File: config.mk
export PLATFORM = sky130hd
export DESIGN_NAME = anton_neopixel_bus_arbiter
export DESIGN_NICKNAME = d
export VERILOG_FILES = /design/src/rtl/anton_neopixel_bus_arbiter.sv
export SDC_FILE = /design/constraint.sdc
export NUM_CORES = 1
export LEC_CHECK = 0
export CAP_MARGIN = 20
export CORE_MARGIN = 2
export CORE_UTILIZATION = 37
export DETAILED_ROUTE_END_ITERATION = 7
export GPL_TIMING_DRIVEN = 0
export MAX_ROUTING_LAYER = met4
export PLACE_DENSITY = 0.86
export RECOVER_POWER = 50
export SYNTH_ARGS = -nofsm -noshare
export SYNTH_HDL_FRONTEND = slang
export SYNTH_SLANG_ARGS = --single-unit
export TNS_END_PERCENT = 50
File: constraint.sdc
create_clock -name apbPclk -period 1.5 [get_ports apbPclk]
set_input_delay 0.375 -clock apbPclk [delete_from_list [all_inputs] [get_ports apbPclk]]
set_output_delay 0.375 -clock apbPclk [all_outputs]
set_load 0.03 [all_outputs]
File: src/rtl/anton_neopixel_bus_arbiter.sv
// rtl/anton_neopixel_bus_arbiter.sv - two-requester round-robin arbiter for the neopixel bus
// Serialises A/B byte accesses with a ready timeout and defers frame commits until the bus is idle.
module anton_neopixel_bus_arbiter #(
  parameter int TIMEOUT_CYCLES = 255
) (
  input  logic        apbPclk,
  input  logic        apbPresern,
  input  logic        reqA,
  input  logic        reqB,
  input  logic        wrA,
  input  logic        wrB,
  input  logic [17:0] addrA,
  input  logic [17:0] addrB,
  input  logic [7:0]  wdataA,
  input  logic [7:0]  wdataB,
  input  logic        commitA,
  input  logic        commitB,
  output logic        doneA,
  output logic        doneB,
  output logic        errA,
  output logic        errB,
  output logic [7:0]  rdata,
  output logic [17:0] busAddr,
  output logic [7:0]  busDataIn,
  output logic        busWrite,
  output logic        busRead,
  input  logic [7:0]  busDataOut,
  input  logic        busReady,
  output logic        syncStart
);

  typedef enum logic [1:0] {IDLE, ACCESS, SYNC} state_t;

  localparam logic [9:0] TIMEOUT_LAST = 10'(TIMEOUT_CYCLES - 1);

  state_t     state, stateNext;
  logic       pointer;
  logic       grantB, grantBNext;
  logic       isWrite;
  logic       commitPending;
  logic [9:0] counter;
  logic       startAccess, finishOk, finishTimeout;
  logic       effA, effB;

  // A requester still sees its own done pulse while it lowers req; masking it
  // prevents the same access from being granted a second time.
  assign effA = reqA & ~doneA;
  assign effB = reqB & ~doneB;

  assign syncStart = (state == SYNC);

  always_comb begin
    stateNext     = state;
    grantBNext    = grantB;
    startAccess   = 1'b0;
    finishOk      = 1'b0;
    finishTimeout = 1'b0;
    case (state)
      IDLE: begin
        if (commitPending) begin
          stateNext = SYNC;
        end else if (effA | effB) begin
          startAccess = 1'b1;
          stateNext   = ACCESS;
          grantBNext  = effB & (~effA | pointer);
        end
      end
      ACCESS: begin
        if (busReady) begin
          finishOk  = 1'b1;
          stateNext = IDLE;
        end else if (counter == TIMEOUT_LAST) begin
          finishTimeout = 1'b1;
          stateNext     = IDLE;
        end
      end
      SYNC: stateNext = IDLE;
      default: stateNext = IDLE;
    endcase
  end

  always_ff @(posedge apbPclk or negedge apbPresern) begin
    if (!apbPresern) begin
      state         <= IDLE;
      pointer       <= 1'b0;
      grantB        <= 1'b0;
      isWrite       <= 1'b0;
      commitPending <= 1'b0;
      counter       <= 10'd0;
      busAddr       <= 18'd0;
      busDataIn     <= 8'd0;
      busWrite      <= 1'b0;
      busRead       <= 1'b0;
      doneA         <= 1'b0;
      doneB         <= 1'b0;
      errA          <= 1'b0;
      errB          <= 1'b0;
      rdata         <= 8'd0;
    end else begin
      state         <= stateNext;
      grantB        <= grantBNext;
      commitPending <= commitA | commitB | (commitPending & (state != SYNC));
      doneA         <= 1'b0;
      doneB         <= 1'b0;
      errA          <= 1'b0;
      errB          <= 1'b0;
      rdata         <= 8'd0;
      if (startAccess) begin
        busAddr   <= grantBNext ? addrB : addrA;
        busDataIn <= grantBNext ? wdataB : wdataA;
        isWrite   <= grantBNext ? wrB : wrA;
        busWrite  <= grantBNext ? wrB : wrA;
        busRead   <= grantBNext ? ~wrB : ~wrA;
        counter   <= 10'd0;
      end else if (state == ACCESS && !busReady) begin
        counter <= counter + 10'd1;
      end
      if (finishOk || finishTimeout) begin
        busWrite <= 1'b0;
        busRead  <= 1'b0;
        doneA    <= ~grantB;
        doneB    <= grantB;
        errA     <= finishTimeout & ~grantB;
        errB     <= finishTimeout & grantB;
        rdata    <= (finishOk && !isWrite) ? busDataOut : 8'd0;
        pointer  <= ~grantB;
      end
    end
  end

endmodule

-- Word-level counts from Yosys, hierarchy flattened
Cells that the tools add are included.
- shifts and indexed selects: 0
- $lt $le $gt $ge: 0
- equality and inequality tests: 6
- mux-type cells: 32
- $add $sub $neg: 1
- $mul: 0
- bitwise operators: 16
- div/mod/pow operators: 0
- reductions and logical operators: 9
- operators by type and width (kind ; count):
    $mux 8 ; 3
    $mux 1 ; 21
    $mux 10 ; 2
    $mux 18 ; 1
    $add 10x1->10 const B ; 1
    $eq 10x8->1 const B ; 1
    $mux 2 ; 4
    $and 1x1->1 ; 6
    $ne 3x3->1 const B ; 2
    $not 1->1 ; 6
    $or 1x1->1 ; 4
    $pmux 2 s2 ; 1
    $reduce_bool 2->1 ; 2
    $eq 2x1->1 const B ; 1
    $eq 2x2->1 const B ; 1
    $logic_and 1x1->1 ; 2
    $logic_not 1->1 ; 2
    $logic_not 2->1 ; 1
    $ne 2x2->1 const B ; 1
    $reduce_and 2->1 ; 1
    $logic_or 1x1->1 ; 1
- latch bits: 0
- register bits: 56
- word-level logic and storage cells: 79
- bits of input ports: 69
- memory bits (read-only): 0
- bits in writable memories: 0
- output and inout port bits: 41
- memories: 0

-- Depth between registers and ports, before layout
Gate-level depths: netlist of run 1.
- word-level depth: 11
- mapped depth: 6
- depth with buffers taken out: 6

-- Least setup slack after synthesis of run 1
OpenSTA, ideal clock, no wires.
- path kind: register to register
- start: reg doneB
- end: reg busAddr[10]
- path slack: -0.116 ns
- buffers on the path: 2
- clock period less this slack: 1.616 ns
- stages on the path, launching flop included: 7
- library setup time: 0.133 ns
- arrival: 1.483 ns
- required time: 1.367 ns
- cell sequence: dfrtp_1 > nand3b_1 > nand3_1 > buf_2 > buf_4 > mux2i_1 > o21ai_0
- cells in the longest elaborated chain, start to end: 7
- elaborated cells between the ends (all ways): 11
- classes of those cells: 7 x mux; 4 x bitwise
- ends and longest elaborated chain (what ; RTL line ; RTL):
    start, declared ; 19 ; output logic doneB,
    start signal, assigned ; 122 ; doneB <= grantB;
    $not 1->1 * ; 48 ; assign effB = reqB & ~doneB;
    $and 1x1->1 * ; 48 ;
    $and 1x1->1 or $or 1x1->1 (tied branches) ; 65, 62 ;
    $mux 1 ; 62 ; end else if (effA | effB) begin
    $mux 1 ; 60 ; if (commitPending) begin
    $mux 1 ; 58 ; case (state)
    $mux 18 ; 109 ; busAddr <= grantBNext ? addrB : addrA;
    end signal, assigned ; 109 ;
    end, declared ; 23 ; output logic [17:0] busAddr,
Every way passes the cells marked *; elsewhere a longest branch is shown, timed or not.
A chain may end at the register's enable or synchronous reset.

-- Worst setup path in the final report of run 1
- start: reg state[0]
- end: reg busAddr[10]
- cells in the longest elaborated chain, start to end: 3
- elaborated cells between the ends (all ways): 4
- classes of those cells: 3 x mux; 1 x reduce/logical
- ends and longest elaborated chain (what ; RTL line ; RTL):
    start, declared ; 36 ; state_t state, stateNext;
    start signal, assigned ; 100 ; state <= stateNext;
    $logic_not 2->1 * ; 58 ;
    $mux 1 ; 58 ;
    $mux 18 ; 109 ;
Marks and branches as above.

==> results of run 1 <==
## layout make-up
cell class	instances	area [um^2]	area share [%]
Buffer	8	66.3	1.59
Clock buffer	6	82.6	1.98
Clock inverter	2	13.8	0.330
Inverter	5	18.8	0.450
Multi-Input combinational cell	154	1180	28.3
Sequential cell	56	1410	33.8
Tap cell	77	96.3	2.31
Timing Repair Buffer	135	1300	31.2
## flip-flops by register name (all words and copies together), names as in the netlist, 2 cells and up
name and cells:
busAddr 18, busDataIn 8, counter 10, rdata 8, state 2
## power breakdown
part           switching, mW  internal (mW)  total [mW]
Combinational           1.64           1.15        2.79
Sequential             0.312           1.99        2.30
Clock                  0.494          0.379       0.872
Total                   2.44           3.52        5.96
## cell usage in the layout (no fill, tap or decap), types with 6 or more instances in the layout
cell type	synthesis	routed
clkdlybuf4s50_1	0	66
dfrtp_1	56	51
nand2_1	32	32
dlygate4sd2_1	0	28
o21ai_1	1	24
mux2i_1	27	22
buf_4	2	17
nor2_1	13	12
clkdlybuf4s15_1	0	12
and2_1	9	9
buf_6	0	8
clkbuf_2	0	6
clkbuf_8	0	6
## worst max-delay path: cells and delay by family (launching register included)
kind,cells,cell delay (ns)
buffers and inverters,3,0.41
and+or+nand+nor,2,0.42
muxes,1,0.18
DFF,1,0.48
AOI/OAI and AO/OA,1,0.08
## cells by family after synthesis
family	Yosys count	synth area share (%)
AO/OA/AOI/OAI	38	8.75
buffers and inverters	14	2.52
adder cells (fa/ha/maj)	2	1.03
AND/OR/NAND/NOR	79	16.0
flip-flops	56	57.7
XOR/XNOR	8	2.88
multiplexers	27	11.1
## what timing repair did
| item | 4_1_cts | 5_1_grt |
|---|---|---|
| buffers inserted | 8 | 17 |
| pin swaps | 12 | 20 |
| hold buffers | 0 | 0 |
| cloned | 2 | 0 |
| gates resized for setup | 109 | 40 |
| setup endpoints to repair | 85 | 53 |
## layer usage
| layer | wire, um | global-route usage, % | vias up | share of wire, % |
|---|---|---|---|---|
| met5 | 0 | - | - | 0 |
| met4 | 103 | 5.05 | 0 | 1.4 |
| met3 | 606 | 5.16 | 11 | 8.3 |
| met2 | 3720 | 33.0 | 101 | 51 |
| met1 | 2840 | 22.3 | 1078 | 39 |
| li1 | - | - | 1049 | - |
## metrics by stage
stage	total power, mW	setup slack, ns	hold slack (ns)	instances	TNS [ns]
3_3_place_gp	4.82	-1.79	0.463	410	-110.51
3_5_place_dp	4.93	-0.623	0.475	411	-22.15
2_1_floorplan	3.65	0.0112	0.0794	224	0
5_1_grt	6.28	-0.232	0.175	443	-4.70
4_1_cts	5.74	-0.140	0.133	429	-1.49
6_report	5.96	-0.187	0.118	443	-2.94
## synth_stat cells, types with 2 or more instances
cell and count:
nand3_1 3, nand4_1 3, mux2i_1 27, nor4_1 3
inv_1 5, a21oi_1 2, nor3_1 5, o21ai_0 28
nor2b_1 3, buf_4 2, nor2_1 13, nor3b_1 2
clkbuf_1 6, xnor2_1 5, nand2_1 32, o21a_1 3
dfrtp_1 56, and2_1 9, xor2_1 3, ha_1 2
## path summary, 6_finish.rpt
| check | slack, ns | to | startpoint |
|---|---|---|---|
| worst min-delay path | 0.12 | rdata[4]$_DFF_PN0_ | apbPresern |
| worst max-delay path | -0.19 | busAddr[10]$_DFFE_PN0P_ | state[0]$_DFFE_PN0P_ |
| max in group asynchronous | 0.25 | counter[1]$_DFFE_PN0P_ | apbPresern |
| worst min register to register | 0.49 | busDataIn[7]$_DFFE_PN0P_ | busDataIn[7]$_DFFE_PN0P_ |
| min in group apbPclk | 0.49 | busDataIn[7]$_DFFE_PN0P_ | busDataIn[7]$_DFFE_PN0P_ |
| worst max register to register | -0.19 | busAddr[10]$_DFFE_PN0P_ | state[0]$_DFFE_PN0P_ |
==> metrics.txt, run 1 <==
status=finished with violations; failing checks=negative setup slack; IO Count=110; Critical Path Start Type=register; Worst Reg2Reg Path Length in Cells=7; worst-margin pin slew=0.766 ns; Crit Path Max Fanout=6; GRT overflow=0; fin crit share=112%; skew final=0.0131 ns; Leak=2.09 nW; die height=85.0 um; final-report setup violation count=32; Synth area leader=dfrtp_1; die width=85.0 um; number of DRC markers in iteration 0=96; Post-Syn Instances=224; Yosys cell types=32; Power Density=1430 nW/um^2; clk buf depth=2; Syn Area/Cell=10.8 um^2; core area=6350 um^2; ANT cells=0; # rows=29; DIE AREA=7230 um^2; Worst path most repeated cell=buf_12; fin crit period=1.69 ns; post-synthesis sequential area ratio=57.7%; Max-Cap Viols=0; Hold Fails Final Rpt=0; CTS H-tree lvls=2; NumNets Final=436; TritonCTS Buffers=5; drt total wl=7260 um; relative slew slack=48.9%; crit path DAT=1.89 ns; Syn Nets=295; Worst VDD drop=893 uV; vias in the first global route=2,263; initial antenna violation count=0; Layout fillers=482; fin. max-slew vios=0; Starting Density=38.3%; RSZ-0062 raised after global routing=true; clock insertion delay at the later pin of the skew report=0.31 ns; average wire per standard cell=16.4 um; Hold Crit Class=input port to async pin; Pre-antenna DRT Iters=4; number of remaining DRC errors=0; layout cells sized above 1=21.0%; commonest register cell after synthesis=dfrtp_1; CTS tree=done; # port buffers=109; post-route cell area=4170 um^2; first-pass GRT wire length=10,800 um; kind of end point of the critical path=register; Final WS setup=-0.187 ns; GP Congestion=0.777; critical path cell sequence=nor3_4, nand3_1, buf_6, buf_12, buf_12, mux2i_2, o21ai_1; fmax=593 MHz; DP HPWL=4870 um; Avg Vias per Cell=5.05; Syn Std Cell Area=2430 um^2; largest cells by area after synthesis=dfrtp_1, mux2i_1, o21ai_0; Util after Layout=65.6%; Root Buffer=clkbuf_8; Largest stage delay, worst path=0.48 ns; slowest CP cell=dfrtp_2; post-synthesis register bit count=56; Crit Path Class=register to register; clock-pin slew of the registers on the worst-case setup and hold paths=0.10 ns; Sink Count=56; Crit path required time=1.70 ns; total number of vias=2,239; Post-synth EDFFs=0; Yosys top cell area share=57.7%; synthesis-to-layout area growth=71.5%; post-route ant nets=0; DP Area=3660 um^2; fraction of registers with async set/reset=100%; total track usage=19.2%; largest net degree at the start of global routing=33; yosys warns=0
Note: power is estimated with default switching activity, not from simulation.
==> run 2, diff against run 1 <==
CTS_CLUSTER_DIAMETER = 80   (was default)
==> results of run 2 <==
Final layout, timing and power as in run 1 (identical DEF).
==> run 3, diff against run 2 <==
==> constraint.sdc (replaced) <==
create_clock -name apbPclk -period 1.5 [get_ports apbPclk]
set_input_delay 0.3 -clock apbPclk [delete_from_list [all_inputs] [get_ports apbPclk]]
set_output_delay 0.3 -clock apbPclk [all_outputs]
set_load 0.03 [all_outputs]
==> metrics.txt, run 3 (same netlist as run 1, synthesis figures left out) <==
clock insertion delay at the later pin of the skew report=0.31 ns (about the same); number of hold buffers added after cts=0 (unchanged); slowest CP cell=dfrtp_2; Crit Path Class=register to register; RSZ-0062 raised after global routing=true; DIE AREA=7230 um^2 (unchanged); Final WS setup=-0.0644 ns (+0.122 ns); Hold Crit Class=input port to async pin; skew final=0.00930 ns (-0.00382 ns); ANT cells=0 (unchanged); most frequent cells in the layout=clkdlybuf4s50_1, dfrtp_1, dlygate4sd2_1; cell family with most CP delay=flip-flops; CTS H-tree lvls=2 (unchanged); Largest stage delay, worst path=0.45 ns (-0.03 ns); critical path cell sequence=nor3_4, nand3_1, buf_6, buf_12, mux2i_1, o21ai_1; fin. max-slew vios=0 (unchanged); die width=85.0 um (unchanged); core area=6350 um^2 (unchanged); # port buffers=109 (unchanged); DP Area=3660 um^2 (unchanged); relative slew slack=48.7% (-0.22 points); worst-margin pin slew=0.769 ns (+0.00335 ns); Pre-antenna DRT Iters=4 (unchanged); Power Density=1420 nW/um^2 (-0.58%); post-route cell area=4040 um^2 (-3.0%); die height=85.0 um (unchanged); total number of vias=2,200 (-1.7%); clk buf depth=2 (unchanged); GRT overflow=0 (unchanged); Hold Fails Final Rpt=0 (unchanged); Avg Vias per Cell=5.02 (-0.62%); number of DRC markers in iteration 0=64 (-33%); Starting Density=38.3% (unchanged); dpl cells=411 (unchanged); initial antenna violation count=0 (unchanged); Worst VDD drop=873 uV (-2.3%); fin crit share=104% (-8.2 points); CTS tree=done; Crit Path Max Fanout=7 (+1); Max-Cap Viols=0 (unchanged); average wire per standard cell=16.0 um (-2.3%); largest net degree at the start of global routing=33 (unchanged); DP HPWL=4870 um (unchanged); GP Congestion=0.777 (unchanged); number of flip-flops in the largest register=18 (unchanged); commonest non-fill, non-tap cell in the layout=clkdlybuf4s50_1; failing checks=negative setup slack; crit path DAT=1.76 ns (-0.13 ns); NumNets Final=431 (-1.1%); IO Count=110 (unchanged); kind of end point of the critical path=register; Buf/Inv on CP=2 (-1); biggest regs=busAddr: 18 flops, counter: 10 flops; Top reg by flops=busAddr; layout cells sized above 1=17.5% (-3.6 points); Sink Count=56 (unchanged); status=finished with violations; fmax=639 MHz (+7.8%); number of remaining DRC errors=0 (unchanged); Root Buffer=clkbuf_8; clock-pin slew of the registers on the worst-case setup and hold paths=0.10 ns (about the same); TritonCTS Buffers=5 (unchanged); vias in the first global route=2,224 (-1.7%); synthesis-to-layout area growth=66.4%; fin crit period=1.56 ns (-0.122 ns); final-report setup violation count=26 (-19%); Critical Path Start Type=register; Cell Count, Final, Fillers Out=438 (-1.1%); first-pass GRT wire length=10,500 um (-2.3%); Crit path required time=1.70 ns (about the same); # rows=29 (unchanged); total track usage=18.8% (-0.41 points); drt total wl=7020 um (-3.4%); Leak=2.07 nW (-1.1%); post-route ant nets=0 (unchanged); Util after Layout=63.7% (-2.0 points)
==> run 3: metal layers <==
layer | part of all wire, % | vias to the layer above | GRT usage (%)
met3 | 8.6 | 7 | 5.25
met4 | 1.0 | 0 | 4.76
met5 | 0 | - | -
met1 | 39 | 1057 | 21.4
met2 | 51 | 95 | 32.7
li1 | - | 1041 | -
==> run 3: repair_timing <==
item                                    in CTS  in global routing
pin swaps                                    5                  6
resized for setup                           88                 27
cloned                                       1                  1
setup buffers                               12                  5
endpoints found under the setup margin      84                 39
==> run 3: worst register-to-register path, delay by kind of cell (launching register included) <==
kind                   cells  cell delay (ns)
buffers and inverters      2             0.32
DFF                        1             0.45
and+or+nand+nor            2             0.39
AOI/OAI and AO/OA          1             0.09
muxes                      1             0.19
==> run 3: through the flow <==
step	hold WS, ns	setup TNS, ns	power [mW]	setup slack, ns
3_3_place_gp	0.463	-103.01	4.82	-1.72
5_1_grt	0.0974	-2.54	6.08	-0.123
3_5_place_dp	0.404	-18.85	4.93	-0.548
2_1_floorplan	0.00441	0	3.65	0.0112
6_report	0.0481	-0.631	5.75	-0.0644
4_1_cts	0.0585	-0.346	5.73	-0.0458
==> run 3: power breakdown <==
| part | internal [mW] | switching, mW | total [mW] |
|---|---|---|---|
| sequential | 1.99 | 0.288 | 2.27 |
| clock | 0.378 | 0.481 | 0.860 |
| combinational | 1.02 | 1.60 | 2.62 |
==> run 3: area by class of cell <==
cell class	count	area, um^2
Clock inverter	2	13.8
Timing Repair Buffer	129	1230
Buffer	9	81.3
Tap cell	77	96.3
Inverter	5	18.8
Clock buffer	6	82.6
Sequential cell	56	1410
Fill cell	503	2310
Multi-Input combinational cell	154	1110
==> run 3: final timing paths <==
kind                                          startpoint                        to  slack [ns]  cells after the start
worst max-delay path                state[1]$_DFFE_PN0P_    busAddr[6]$_DFFE_PN0P_       -0.06                      6
worst min-delay path                          apbPresern    busAddr[0]$_DFFE_PN0P_        0.05                      1
worst max register to register      state[1]$_DFFE_PN0P_    busAddr[6]$_DFFE_PN0P_       -0.06                      6
worst min register to register  busDataIn[7]$_DFFE_PN0P_  busDataIn[7]$_DFFE_PN0P_        0.49                      2
max in group asynchronous                     apbPresern      state[0]$_DFFE_PN0P_        0.36                      2
min in group apbPclk            busDataIn[7]$_DFFE_PN0P_  busDataIn[7]$_DFFE_PN0P_        0.49                      2
